**config.mk**
```make
export PLATFORM = sky130hd
export DESIGN_NAME = mem_arbiter
export DESIGN_NICKNAME = d
export VERILOG_FILES = /design/src/rtl/mem_arb_pkg.sv /design/src/rtl/mem_arb_perf.sv /design/src/rtl/mem_arbiter.sv
export SDC_FILE = /design/constraint.sdc
export NUM_CORES = 1
export LEC_CHECK = 0
export BUFFER_PORTS_ARGS = -buffer_cell sky130_fd_sc_hd__buf_2
export CAP_MARGIN = 15
export CORE_AREA = 4 4 107 109
export DETAILED_ROUTE_END_ITERATION = 10
export DIE_AREA = 0 0 111 113
export PLACE_DENSITY = 0.73
export SLEW_MARGIN = 20
export SYNTH_ARGS = -nofsm -noshare
export SYNTH_HDL_FRONTEND = slang
export SYNTH_SLANG_ARGS = --single-unit
```
**constraint.sdc**
```tcl
create_clock -name clk -period 6.07 [get_ports clk]
set_input_delay 1.214 -clock clk [delete_from_list [all_inputs] [get_ports clk]]
set_output_delay 1.214 -clock clk [all_outputs]
set_load 0.03 [all_outputs]
```
**src/rtl/mem_arb_pkg.sv**
```systemverilog
// mem_arb_pkg: shared types and constants for the unified memory port arbiter.
package mem_arb_pkg;
    typedef enum logic [1:0] {IDLE, IF_BUSY, MEM_BUSY} state_t;
    typedef enum logic [1:0] {GNT_NONE, GNT_IF, GNT_MEM} gnt_t;
    localparam logic [63:0] BE_ALL = '1;
endpackage

```
**src/rtl/mem_arb_perf.sv**
```systemverilog
// mem_arb_perf: grant and conflict counters, built only with MEM_ARBITER_PERF_EN.
module mem_arb_perf
    import mem_arb_pkg::*;
(
    input  logic        clk,
    input  logic        reset_n,
    input  gnt_t        gnt,
    input  logic        conflict,
    output logic [31:0] if_grants,
    output logic [31:0] mem_grants,
    output logic [31:0] conflicts
);
    always_ff @(posedge clk or negedge reset_n) begin
        if (!reset_n) begin
            if_grants  <= '0;
            mem_grants <= '0;
            conflicts  <= '0;
        end else begin
            if_grants  <= if_grants + 32'(gnt == GNT_IF);
            mem_grants <= mem_grants + 32'(gnt == GNT_MEM);
            conflicts  <= conflicts + 32'(conflict);
        end
    end
endmodule

```
**src/rtl/mem_arbiter.sv**
```systemverilog
// mem_arbiter: shares one memory port between fetch and load/store, one transaction at a time.
// Optional MEM_ARBITER_PERF_EN adds grant/conflict counter outputs.
module mem_arbiter
    import mem_arb_pkg::*;
#(
    parameter int ADDR_W = 32,
    parameter int DATA_W = 32
) (
    input  logic                clk,
    input  logic                reset_n,
    input  logic                in_if_req,
    input  logic [ADDR_W-1:0]   in_if_addr,
    input  logic                in_if_flush,
    output logic                out_if_valid,
    output logic [DATA_W-1:0]   out_if_rdata,
    output logic                out_if_stall,
    input  logic                in_mem_read,
    input  logic                in_mem_write,
    input  logic [ADDR_W-1:0]   in_mem_addr,
    input  logic [DATA_W-1:0]   in_mem_wdata,
    input  logic [DATA_W/8-1:0] in_mem_be,
    output logic                out_mem_valid,
    output logic [DATA_W-1:0]   out_mem_rdata,
    output logic                out_mem_stall,
    output logic                out_ram_req,
    output logic                out_ram_we,
    output logic [ADDR_W-1:0]   out_ram_addr,
    output logic [DATA_W-1:0]   out_ram_wdata,
    output logic [DATA_W/8-1:0] out_ram_be,
    input  logic                in_ram_ack,
    input  logic [DATA_W-1:0]   in_ram_rdata
`ifdef MEM_ARBITER_PERF_EN
    ,
    output logic [31:0]         out_perf_if_grants,
    output logic [31:0]         out_perf_mem_grants,
    output logic [31:0]         out_perf_conflicts
`endif
);
    state_t state;
    gnt_t   gnt;
    logic   mem_req;
    logic   squash;

    // MEM wins a tie: it belongs to the older instruction
    assign mem_req = in_mem_read | in_mem_write;
    assign gnt = state != IDLE ? GNT_NONE :
                 mem_req ? GNT_MEM :
                 (in_if_req && !in_if_flush) ? GNT_IF : GNT_NONE;

    assign out_if_valid  = state == IF_BUSY && in_ram_ack && !(squash || in_if_flush);
    assign out_mem_valid = state == MEM_BUSY && in_ram_ack;
    assign out_if_rdata  = out_if_valid ? in_ram_rdata : '0;
    assign out_mem_rdata = (out_mem_valid && !out_ram_we) ? in_ram_rdata : '0;
    assign out_if_stall  = in_if_req && !out_if_valid;
    assign out_mem_stall = mem_req && !out_mem_valid;

    always_ff @(posedge clk or negedge reset_n) begin
        if (!reset_n) begin
            state         <= IDLE;
            squash        <= 1'b0;
            out_ram_req   <= 1'b0;
            out_ram_we    <= 1'b0;
            out_ram_addr  <= '0;
            out_ram_wdata <= '0;
            out_ram_be    <= '0;
        end else begin
            case (state)
                IDLE: begin
                    if (gnt == GNT_MEM) begin
                        state         <= MEM_BUSY;
                        out_ram_req   <= 1'b1;
                        out_ram_we    <= in_mem_write;
                        out_ram_addr  <= in_mem_addr;
                        out_ram_wdata <= in_mem_wdata;
                        out_ram_be    <= in_mem_be;
                    end else if (gnt == GNT_IF) begin
                        state         <= IF_BUSY;
                        out_ram_req   <= 1'b1;
                        out_ram_we    <= 1'b0;
                        out_ram_addr  <= in_if_addr;
                        out_ram_wdata <= '0;
                        out_ram_be    <= BE_ALL[DATA_W/8-1:0];
                    end
                end
                IF_BUSY, MEM_BUSY: begin
                    // a squashed fetch still runs to its ack; only the response is dropped
                    if (in_ram_ack) begin
                        state       <= IDLE;
                        out_ram_req <= 1'b0;
                        squash      <= 1'b0;
                    end else if (state == IF_BUSY && in_if_flush) begin
                        squash <= 1'b1;
                    end
                end
                default: state <= IDLE;
            endcase
        end
    end

`ifdef MEM_ARBITER_PERF_EN
    mem_arb_perf u_perf (
        .clk        (clk),
        .reset_n    (reset_n),
        .gnt        (gnt),
        .conflict   (state == IDLE && mem_req && in_if_req),
        .if_grants  (out_perf_if_grants),
        .mem_grants (out_perf_mem_grants),
        .conflicts  (out_perf_conflicts)
    );
`endif
endmodule

```
==> out/results.txt <==
The run finished with clean final reports. The critical path is of the primary input to output pin type. Synthesis inferred 73 register bits. The fraction of power consumed by sequential logic came out at 0.311.

Hold is met by 0.480 ns. The number of cells traversed by the worst hold path was 2; the final-layout fill cell count was 1,017. The switching power is 1280 uW, and the CTS clock-pin slew for the worst setup and hold paths is 0.07 ns.

The run gives 0.00306 uW as the static leakage. Required time of the worst setup path: 4.86 ns. Leading area contributor after synthesis: sky130_fd_sc_hd__dfrtp_1. The post-synth design cell area was 0.00378 sq mm; the largest clock skew in the final design was 0.0162 ns.

The largest vdd supply drop came out at 219 uV. The run gives 2.36 ns as the data arrival time of the worst path. The DRC violation count after routing was 0; the area inside the core boundary was 0.0106 sq mm. The share of cells above drive strength 1 was 0.477.

The floorplan die area came out at 0.0125 sq mm. The worst-margin pin slew came out at 1.04 ns. Setup violations remaining at the end of the flow were counted as 0. Peak fanout along the critical path: 34.

The run gives 0 as the post-CTS setup buffer count. The maximum number of pins on one net before global-route repair came out at 76. Flop-to-flop setup slack: 3.48 ns.

The final hold violation count was 0; the die extent in y was 113 microns. The share of the synthesized area in the top cell type was 0.484. Gates resized during post-CTS repair numbered 0. The tightest min-delay check is of the flip-flop to flip-flop type.

The first detailed-routing pass took 4 iterations. The timing-limited maximum frequency came out at 280 MHz. The repair_antennas step left the layout with diodes totalling 0.

The Yosys step of the flow raised 0 warnings. The tools report the combinational share of power as 0.555. The routed layout has 3,670 vias. The tools report the library cell used as clock root buffer as sky130_fd_sc_hd__clkbuf_8. After synthesis, the mean cell area works out to 9.37 sq um. TritonCTS built the clock tree. The worst register-to-register path begins at state[0]. The starting density of the core came out at 0.356. Setup repair after global routing left no endpoint under its margin. For hold timing, the worst endpoint is out_ram_addr[26]. Buffers inserted during clock tree synthesis total 9.

The internal portion of the total power is 1290 uW. The post-route setup TNS was 0 ns; the deepest level of the CTS H-tree was 3. Routability-driven placement finished with a final weighted congestion of 0.820.

The final cycle utilization of the critical path came out at 0.589. Using the TritonRoute via totals, the vias-per-cell ratio works out to 4.54. The number of different library cells used by synthesis comes to 28. The final net count is 808, and the number of buffers added on ports is 276. At the later pin of the worst-skew pair, clock insertion delay measures 0.33 ns. Post-synthesis net count: 547. Ranked by total cell area, the synthesized netlist is headed by sky130_fd_sc_hd__dfrtp_1 (48%), sky130_fd_sc_hd__and2_1 (11%), sky130_fd_sc_hd__nand2_1 (9.5%). The area growth from synthesis to layout is 41.8%, and the total power is 2570 uW. The count of final max-slew check failures came out at 0. The post-route antenna net violation count is 0.

In this run the power density over the cells is 481 mW/mm^2. The first global-routing pass estimated 17,800 microns of wire. For this run the aggregate overflow at the end of global routing stands at 0. For the number of antenna violations at the first check in global routing, the log shows 0. The wire-length estimate of the detail-placed layout is 8870 microns.

In this run the deepest clock path goes through 2 buffers. Measured along the x axis, the die boundary spans 111 microns. The aggregate global-route resource usage was 0.172. The endpoint identified for the worst register-to-register timing path is out_ram_addr[22]. The violation count after the first detailed-routing iteration was 136; the share of the core filled with cells in the final layout was 0.505. The tools report the total wirelength of the detailed-routed design as 11,200 microns. The headroom to the max-slew limit came out at 0.304. STA classifies the critical path startpoint as a primary input.

For the hold-fix buffer count after cts, the log shows 0. The number of sinks driven by the clock tree is 73, and the number of placement rows is 38. Hold path startpoint: out_ram_addr[26]. Number of global-route vias before repair: 3,649. The worst setup path is captured at an output pin. The post-synthesis cell count was 403; the share of total power consumed by net switching was 0.499. Number of placed I/O pins: 277. The tool flagged a number of max-cap violations equal to 0. Clock share of power: 0.133.

The post-route minimum period came out at 3.57 ns. The sequential element share of the synthesized area was 0.484. The worst-case reg-to-reg path depth was 6; the routed length per placed instance was 13.9 microns.
[placed cells by master, fill, tap and decap left out, types with 2 or more instances in the layout]
cell / instances
sky130_fd_sc_hd__buf_2: 275
sky130_fd_sc_hd__o21ai_2: 11
sky130_fd_sc_hd__mux2i_1: 32
sky130_fd_sc_hd__o21ai_1: 10
sky130_fd_sc_hd__buf_4: 4
sky130_fd_sc_hd__o21ai_0: 50
sky130_fd_sc_hd__nor2_1: 2
sky130_fd_sc_hd__nand2_2: 10
sky130_fd_sc_hd__ha_1: 4
sky130_fd_sc_hd__a22o_1: 3
sky130_fd_sc_hd__dfrtp_1: 73
sky130_fd_sc_hd__nand2_1: 96
sky130_fd_sc_hd__nor2b_1: 7
sky130_fd_sc_hd__clkinv_4: 2
sky130_fd_sc_hd__clkbuf_8: 10
sky130_fd_sc_hd__inv_1: 2
sky130_fd_sc_hd__and2_1: 65
[cells by family after synthesis]
kind of cell / synth area share
adders and majority gates: 0.0166
DFF: 0.484
AOI/OAI and AO/OA: 0.117
buffers and inverters: 0.0510
and+or+nand+nor: 0.247
muxes: 0.0848
[registers in the layout, summed over array words and instances, names as in the netlist]
name	cells
out_ram_addr	32
squash	1
state	2
out_ram_wdata	32
out_ram_we	1
out_ram_req	1
out_ram_be	4
[power by group through the flow]
| stage | Combinational (uW) | Sequential, uW | Clock, uW |
|---|---|---|---|
| after global routing | 1560 | 829 | 381 |
| after floorplan | 709 | 1190 | 0 |
| after CTS | 1450 | 804 | 360 |
| after detailed placement | 1450 | 810 | 0 |
| after global placement | 1420 | 802 | 0 |
| final | 1430 | 802 | 343 |
[final cells by class]
| type | instances | area [sq um] | share of cell area |
|---|---|---|---|
| sequential | 73 | 1830 | 0.341 |
| clock inverter | 5 | 38.8 | 0.00724 |
| tap | 140 | 175 | 0.0327 |
| clock buffer | 11 | 141 | 0.0264 |
| inverter | 2 | 7.51 | 0.00140 |
| timing repair buffer | 279 | 1410 | 0.263 |
| multi-input combinational | 299 | 1760 | 0.329 |
[worst max-delay path by stage]
| stage | start | end | slack [ns] |
|---|---|---|---|
| floorplan | in_ram_ack | out_mem_rdata[10] | 2.65 |
| global placement | in_if_flush | out_if_rdata[11] | 2.61 |
| detailed placement | in_if_flush | out_if_rdata[30] | 2.52 |
| CTS | in_if_flush | out_if_rdata[30] | 2.52 |
| global route | in_if_flush | out_if_rdata[24] | 2.40 |
| finish | in_if_flush | out_if_rdata[24] | 2.50 |
[synthesized netlist by cell type (all sizes together)]
cell type and number:
and2 65, ha 5, buf 16, nand2b 2
mux2i 32, o31ai 1, clkbuf 13, inv 2
a21oi 1, nor2b 7, dfrtp 73, nand4b 1
nor2 2, nand2 106, a31oi 1, and2b 1
and4bb 1, a22o 3, o21ai 71
[stage by stage]
stage / setup slack (ns) / instances / cell area [sq um]
2_1_floorplan: 2.65 / 403 / 3780
3_3_place_gp: 2.61 / 793 / 5170
3_5_place_dp: 2.52 / 793 / 5170
4_1_cts: 2.52 / 809 / 5360
5_1_grt: 2.40 / 809 / 5360
6_report: 2.50 / 809 / 5360
[critical path, stage by stage]
cell and delay [ns]:
sky130_fd_sc_hd__buf_2 0.11, sky130_fd_sc_hd__and4bb_2 0.62, sky130_fd_sc_hd__and2_1 0.21, sky130_fd_sc_hd__buf_2 0.20
[metal layers]
metal | wire (microns) | global-route usage | share of wire | vias to the layer above
li1 | - | - | - | 1837
met1 | 4650 | 0.221 | 0.41 | 1685
met2 | 5680 | 0.292 | 0.51 | 136
met3 | 744 | 0.0332 | 0.066 | 12
met4 | 157 | 0.0583 | 0.014 | 0
met5 | 0 | 0 | 0 | -
Power figures use the tool's default switching activity.
